$ cat src/rtl/wbu_sender.sv
// Write-back producer: 2-entry skid buffer feeding the WBU, with outstanding tracking (optional perf counters: WBU_SENDER_PERF_EN).
// Latency: a payload accepted in cycle N is presented no earlier than cycle N+1.
// Backpressure: o_ready comes from registered state only; o_valid is held low once MAX_OUT write-backs await i_done.
module wbu_sender #(
  parameter int DATA_W  = 32,
  parameter int REG_AW  = 5,
  parameter int MAX_OUT = 1,
  parameter int CNT_W   = 2
) (
  input  logic              i_clk,
  input  logic              i_rst_n,
  input  logic              i_valid,
  output logic              o_ready,
  input  logic [REG_AW-1:0] i_rd,
  input  logic [DATA_W-1:0] i_wdata,
  input  logic              i_reg_wena,
  input  logic              i_flush,
  output logic              o_valid,
  input  logic              i_ready,
  output logic [REG_AW-1:0] o_rd,
  output logic [DATA_W-1:0] o_wdata,
  output logic              o_reg_wena,
  input  logic              i_done,
  output logic [CNT_W-1:0]  o_outstanding,
  output logic              o_idle,
  output logic [31:0]       o_stall_cnt,
  output logic [31:0]       o_full_cnt
);

  typedef enum logic [1:0] {EMPTY, ONE, TWO} state_e;

  typedef struct packed {
    logic [REG_AW-1:0] rd;
    logic [DATA_W-1:0] wdata;
    logic              wena;
  } wb_t;

  localparam logic [CNT_W-1:0] MAX_OUT_C = CNT_W'(MAX_OUT);

  state_e           state_q, state_d;
  wb_t              head_q, head_d, skid_q, skid_d, in_pl;
  logic [CNT_W-1:0] out_q, out_d;
  logic             push, pop, done_eff;

  assign in_pl    = '{rd: i_rd, wdata: i_wdata, wena: i_reg_wena};
  assign o_ready  = (state_q != TWO);
  assign o_valid  = (state_q != EMPTY) && (out_q < MAX_OUT_C);
  assign push     = i_valid && o_ready;
  assign pop      = o_valid && i_ready;
  // A done with nothing outstanding is spurious and must not wrap the counter.
  assign done_eff = i_done && (out_q != '0);

  assign o_rd          = head_q.rd;
  assign o_wdata       = head_q.wdata;
  assign o_reg_wena    = head_q.wena;
  assign o_outstanding = out_q;
  assign o_idle        = (state_q == EMPTY) && (out_q == '0);

  always_comb begin
    state_d = state_q;
    head_d  = head_q;
    skid_d  = skid_q;
    case (state_q)
      EMPTY: begin
        if (push) begin
          head_d  = in_pl;
          state_d = ONE;
        end
      end
      ONE: begin
        if (push && pop) begin
          head_d = in_pl;
        end else if (push) begin
          skid_d  = in_pl;
          state_d = TWO;
        end else if (pop) begin
          state_d = EMPTY;
        end
      end
      TWO: begin
        if (pop) begin
          head_d  = skid_q;
          state_d = ONE;
        end
      end
      default: state_d = EMPTY;
    endcase
    // Flush discards buffered entries and any same-cycle push; a pop in this cycle is still counted below.
    if (i_flush) begin
      state_d = EMPTY;
      head_d  = head_q;
      skid_d  = skid_q;
    end
  end

  always_comb begin
    out_d = out_q;
    if (pop && !done_eff) begin
      out_d = out_q + CNT_W'(1);
    end else if (!pop && done_eff) begin
      out_d = out_q - CNT_W'(1);
    end
  end

  always_ff @(posedge i_clk or negedge i_rst_n) begin
    if (!i_rst_n) begin
      state_q <= EMPTY;
      head_q  <= '0;
      skid_q  <= '0;
      out_q   <= '0;
    end else begin
      state_q <= state_d;
      head_q  <= head_d;
      skid_q  <= skid_d;
      out_q   <= out_d;
    end
  end

`ifdef WBU_SENDER_PERF_EN
  logic [31:0] stall_q, stall_d, full_q, full_d;

  always_comb begin
    stall_d = stall_q + {31'd0, (o_valid && !i_ready)};
    full_d  = full_q + {31'd0, (i_valid && !o_ready)};
  end

  always_ff @(posedge i_clk or negedge i_rst_n) begin
    if (!i_rst_n) begin
      stall_q <= '0;
      full_q  <= '0;
    end else begin
      stall_q <= stall_d;
      full_q  <= full_d;
    end
  end

  assign o_stall_cnt = stall_q;
  assign o_full_cnt  = full_q;
`else
  assign o_stall_cnt = '0;
  assign o_full_cnt  = '0;
`endif

endmodule

$ cat config.mk
export PLATFORM = sky130hd
export DESIGN_NAME = wbu_sender
export DESIGN_NICKNAME = d
export VERILOG_FILES = /design/src/rtl/wbu_sender.sv
export SDC_FILE = /design/constraint.sdc
export NUM_CORES = 1
export LEC_CHECK = 0
export CELL_PAD_IN_SITES_DETAIL_PLACEMENT = 0
export CELL_PAD_IN_SITES_GLOBAL_PLACEMENT = 2
export CORE_MARGIN = 1
export CORE_UTILIZATION = 30
export DETAILED_ROUTE_END_ITERATION = 7
export PLACE_DENSITY_LB_ADDON = 0.1
export SYNTH_ARGS = -nofsm -noshare
export SYNTH_HDL_FRONTEND = slang
export SYNTH_SLANG_ARGS = --single-unit
$ cat constraint.sdc
create_clock -name i_clk -period 2.3 [get_ports i_clk]
set_input_delay 0.46 -clock i_clk [delete_from_list [all_inputs] [get_ports i_clk]]
set_output_delay 0.46 -clock i_clk [all_outputs]
set_load 0.03 [all_outputs]
==> results.json, run 1 <==
{
  "final_area_um2": 5440,
  "antenna_left": 0,
  "post_drt_wl_per_cell_um": 14.3,
  "start_util_pct": 30.8,
  "io_buffers": 86,
  "grt_pass1_vias": 2446,
  "vias": 2374,
  "yosysUniqueCellTypes": 28,
  "min_period_ps": 2120,
  "fin_nets": 439,
  "postSynthCellCount": 300,
  "cts-resized-gates": 2,
  "setup_viol_count_final": 0,
  "vias_per_cell": 4.11,
  "drive_gt1_share_pct": 35.8,
  "seq_area_frac_synth_pct": 46.8,
  "cts.sinks": 80,
  "power_frac_clock_pct": 21.7,
  "pwr-share-comb_pct": 43.1,
  "p_leak_uw": 0.00245,
  "numCtsBuffers": 9,
  "num_io_pins": 151,
  "synth-main-ff-cell": "dfrtp_1",
  "max_freq_mhz": 471,
  "antenna_found_initial": 0,
  "drv_cap": 0,
  "grt_max_degree": 47,
  "vdd_ir_drop_max_uv": 668,
  "place_congestion": 0.697,
  "crit_type": "reg -> out",
  "async_reset_ff_share_pct": 100,
  "synth_commonest_cells": "80 x dfrtp_1, 74 x mux2_2, 65 x buf_4",
  "clockBufferDepth": 2,
  "syn_area_um2": 4270,
  "path_clk_slew_ps": 60,
  "power.internal_uw": 4600,
  "dr.first_iter.drc_count": 62,
  "placed_cell_area_um2": 5130,
  "ys_seq_elements": 80,
  "sw_frac_of_total_pct": 33.8,
  "die_y_um": 121,
  "synthTopCellsByArea": "dfrtp_1 47%, mux2_2 19%, mux2_4 14%, buf_4 11%, buf_6 1.1%",
  "fill_cells": 1378,
  "grt-ovfl-total": 0,
  "synth_warnings": 0,
  "h-tree-depth": 3,
  "dpl.hpwl_mm": 5.43,
  "synth_enable_flop_cells": 0,
  "drt-pass1-iter-count": 3,
  "cts_tree": "yes",
  "fin_tns_setup_ps": 0,
  "grt_first_pass_wirelength_mm": 13.0,
  "area_delta_synth_final_pct": 27.3,
  "hold_viol_final": 0,
  "required_ps": 1840,
  "clk-insertion-delay-late_ps": 330,
  "diodes": 0,
  "die_w_um": 121,
  "fin_crit_sh_pct": 92.4,
  "postCtsSetupBuffers": 0,
  "num_rows": 43,
  "rsz0062_at_grt": "no",
  "slew_violations": 0,
  "syn_avg_cell_area_um2": 14.2,
  "hold_class": "in -> async",
  "dieArea_um2": 14700,
  "core_um2": 13900,
  "postCtsHoldBufs": 0,
  "synth.most_common_cell": "dfrtp_1",
  "critical_path_peak_fanout": 4,
  "synth.largest_area_cell": "dfrtp_1",
  "startpoint_type": "register",
  "track_usage_pct": 11.8,
  "r2r_cells": 6,
  "synth_top_area_share_pct": 46.8,
  "power.density_nw_per_um2": 1280,
  "status": "complete, no violations",
  "seqPwrFrac_pct": 35.3,
  "regArea_um2": 2000,
  "power.switching_uw": 2350,
  "multiInputGateArea_um2": 1900,
  "fin_skew_ps": 4.65,
  "arrival_ps": 1660,
  "cts-root-buf": "clkbuf_16",
  "drc_errors": 0,
  "crit_path_end_kind": "output port",
  "wirelength_mm": 8.23
}
==> kinds of logic (layout without fill, tap and decap cells) <==
kind of cell | after synthesis | count (layout) | share of synthesized area, %
mux | 115 | 115 | 33.8
buf+inv | 80 | 114 | 14.3
flops | 80 | 80 | 46.8
simple gates | 12 | 12 | 1.84
compound gates | 7 | 7 | 1.82
other cells | 1 | 64 | 0.0877
fa+ha+maj | 3 | 3 | 0.878
xor+xnor | 2 | 2 | 0.410
==> path summary, 6_finish.rpt <==
check	startpoint	end	slack, ps
worst max register to register	o_outstanding[0]	o_wdata[1]	350
max in group asynchronous	i_rst_n	o_wdata[6]	1600
worst min register to register	skid_q[35]	skid_q[35]	500
worst min-delay path	i_rst_n	o_wdata[26]	80
min in group i_clk	skid_q[35]	skid_q[35]	500
worst max-delay path	o_outstanding[0]	o_valid	180
==> per-stage QoR <==
step,hold slack (ps),cells,total power (µW),util [%],worst slack [ps]
2_1_floorplan,164,363,4500,-,344
3_3_place_gp,455,561,5460,36.9,89.1
3_5_place_dp,460,561,5500,36.9,60.3
4_1_cts,103,577,7050,39.2,151
5_1_grt,119,577,7350,39.2,82.6
6_report,80.9,577,6950,39.2,176
==> power groups by stage <==
stage | sequential, µW | clock [µW] | combinational, µW
2_1_floorplan | 3060 | 0 | 1440
6_report | 2450 | 1510 | 2990
3_3_place_gp | 2460 | 0 | 3000
5_1_grt | 2550 | 1620 | 3180
3_5_place_dp | 2470 | 0 | 3030
4_1_cts | 2460 | 1560 | 3030
==> cell type report <==
class,instances,share of cell area (%)
tap,180,4.14
clock buffer,14,5.22
multi-input combinational,203,35.0
clock inverter,2,0.644
inverter,4,0.276
sequential,80,36.8
timing repair buffer,94,18.0
==> layout by cell type, fill, tap and decap left out, types with 2 or more instances in the layout <==
| cell type | count |
|---|---|
| nand2b_1 | 2 |
| mux2_4 | 40 |
| mux2_2 | 74 |
| a21oi_1 | 2 |
| ha_1 | 3 |
| inv_1 | 4 |
| dlygate4sd2_1 | 2 |
| clkbuf_16 | 9 |
| dfrtp_1 | 80 |
| and2_1 | 2 |
| conb_1 | 64 |
| buf_4 | 4 |
| clkdlybuf4s50_1 | 83 |
| buf_12 | 5 |
| clkbuf_8 | 4 |
==> sequential cells by signal (all words and copies together), names as in the netlist <==
| register | flops |
|---|---|
| skid_q | 38 |
| o_wdata | 32 |
| o_rd | 5 |
| o_outstanding | 2 |
| state_q | 2 |
| o_reg_wena | 1 |
==> metal layers <==
metal / GRT usage [%] / vias up / share of wire, %
li1: - / 1087 / -
met1: 14.6 / 1194 / 45
met2: 18.5 / 83 / 47
met3: 4.46 / 10 / 7.2
met4: 4.17 / 0 / 1.3
met5: 0 / - / 0
==> critical path: stages, from the launching register on <==
cell,delay (ps)
dfrtp_1,400
inv_1,90
ha_1,280
o21a_1,170
dlygate4sd2_1,400
No activity file was read; power rests on OpenSTA's default activity.
==> run 2, diff against run 1 <==
Settings changed: CAP_MARGIN set to 10, MAX_ROUTING_LAYER set to met4.
==> run 2 against run 1 <==
Net effect: via count is essentially flat; worst hold slack about the same; cell count stayed put; combinational power is essentially flat; register-to-register slack barely moved; largest cell class unchanged.
==> results.json, run 2 (same netlist as run 1, synthesis figures left out) <==
{
  "fin_crit_sh_pct": 92.4,
  "required_ps": 1840,
  "clk-insertion-delay-late_ps": 330,
  "vias": 2372,
  "final_common_cell": "clkdlybuf4s50_1",
  "num_io_pins": 151,
  "area_delta_synth_final_pct": 27.3,
  "vias_per_cell": 4.11,
  "cpLargestDelayFamily": "buffers and inverters",
  "slew_violations": 0,
  "critPathBufInv": 2,
  "antenna_left": 0,
  "path_clk_slew_ps": 60,
  "fin_tns_setup_ps": 0,
  "startpoint_type": "register",
  "fill_cells": 1378,
  "max_freq_mhz": 471,
  "regArea_um2": 2000,
  "grt_max_degree": 47,
  "dp_worst_setup_slack_ps": 60.3,
  "start_util_pct": 30.8,
  "largest_register": "skid_q",
  "mostFrequentLayoutCells": "83 x clkdlybuf4s50_1, 80 x dfrtp_1, 74 x mux2_2",
  "vdd_ir_drop_max_uv": 668,
  "setup_viol_count_final": 0,
  "drv_cap": 0,
  "place_congestion": 0.705,
  "clockBufferDepth": 2,
  "crit_slowest_cell": "dfrtp_1",
  "hold_viol_final": 0,
  "antenna_found_initial": 0,
  "power.density_nw_per_um2": 1280,
  "h-tree-depth": 3,
  "slowest_delay_ps": 400,
  "crit_chain": "inv_1, ha_1, o21a_1, dlygate4sd2_1",
  "post_drt_wl_per_cell_um": 14.2,
  "cts_tree": "yes",
  "num_rows": 43,
  "drive_gt1_share_pct": 35.8,
  "dr.first_iter.drc_count": 70,
  "grt_pass1_vias": 2453,
  "hold_class": "in -> async",
  "rsz0062_at_grt": "no",
  "cts-root-buf": "clkbuf_16",
  "largest_reg_flops": 38,
  "fin_nets": 439,
  "grt-ovfl-total": 0,
  "arrival_ps": 1660,
  "final.setup.worst_slack_ps": 176,
  "diodes": 0,
  "fin_util_pct": 39.2,
  "dieArea_um2": 14700,
  "track_usage_pct": 12.1,
  "status": "complete, no violations",
  "grt_first_pass_wirelength_mm": 13.0,
  "crit_path_end_kind": "output port",
  "crit_type": "reg -> out",
  "wirelength_mm": 8.22,
  "drc_errors": 0,
  "die_w_um": 121,
  "dpl.hpwl_mm": 5.43,
  "fin_skew_ps": 4.64,
  "multiInputGateArea_um2": 1900,
  "postCtsSetupBuffers": 0,
  "p_leak_uw": 0.00245,
  "io_buffers": 86,
  "critical_path_peak_fanout": 4,
  "core_um2": 13900,
  "cts.sinks": 80,
  "numCtsBuffers": 9,
  "drt-pass1-iter-count": 3,
  "min_period_ps": 2120,
  "die_y_um": 121
}
-- run 2: cell type report --
type | count | area share, %
multi-input combinational | 203 | 35.0
inverter | 4 | 0.276
clock buffer | 14 | 5.22
timing repair buffer | 94 | 18.0
clock inverter | 2 | 0.644
tap | 180 | 4.14
sequential | 80 | 36.8
-- run 2: worst register-to-register path, delay by kind of cell, from the launching register on --
kind / cells / cell delay (ps)
flops: 1 / 400
mux: 1 / 360
buf+inv: 2 / 330
compound gates: 2 / 470
fa+ha+maj: 1 / 280
-- run 2: final timing paths --
| check | start | endpoint | slack (ps) | depth (start not counted) |
|---|---|---|---|---|
| worst max-delay path | o_outstanding[0] | o_valid | 180 | 4 |
| worst min-delay path | i_rst_n | o_wdata[26] | 80 | 1 |
| worst max register to register | o_outstanding[0] | o_wdata[1] | 350 | 6 |
| worst min register to register | skid_q[12] | skid_q[12] | 500 | 1 |
| max in group asynchronous | i_rst_n | o_wdata[6] | 1600 | 2 |
| min in group i_clk | skid_q[12] | skid_q[12] | 500 | 1 |
-- run 2: power by group --
| group | leakage [µW] | internal [µW] | total, µW | switching (µW) |
|---|---|---|---|---|
| Sequential | 0.000956 | 2090 | 2450 | 365 |
| Clock | 0.000159 | 958 | 1510 | 549 |
| Combinational | 0.00134 | 1550 | 2990 | 1440 |
-- run 2: through the flow --
stage	hold WS [ps]	total power (µW)	std cells	cell area [µm²]
6_report	80.4	6950	577	5440
2_1_floorplan	164	4500	363	4510
4_1_cts	103	7050	577	5440
3_5_place_dp	460	5500	561	5130
5_1_grt	119	7340	577	5440
3_3_place_gp	455	5460	561	5130
-- run 2: per-layer routing --
metal	global-route usage, %	part of all wire, %	vias to the layer above	routed length (µm)
met3	3.99	6.4	11	529
met5	-	0	-	0
li1	-	-	1086	-
met4	4.17	1.4	0	112
met2	18.5	47	83	3840
met1	14.9	45	1192	3740
-- run 2: timing repair --
action                                  4_1_cts  5_1_grt
resized for setup                             2        0
endpoints found under the setup margin        2        0
hold buffers                                  0        0
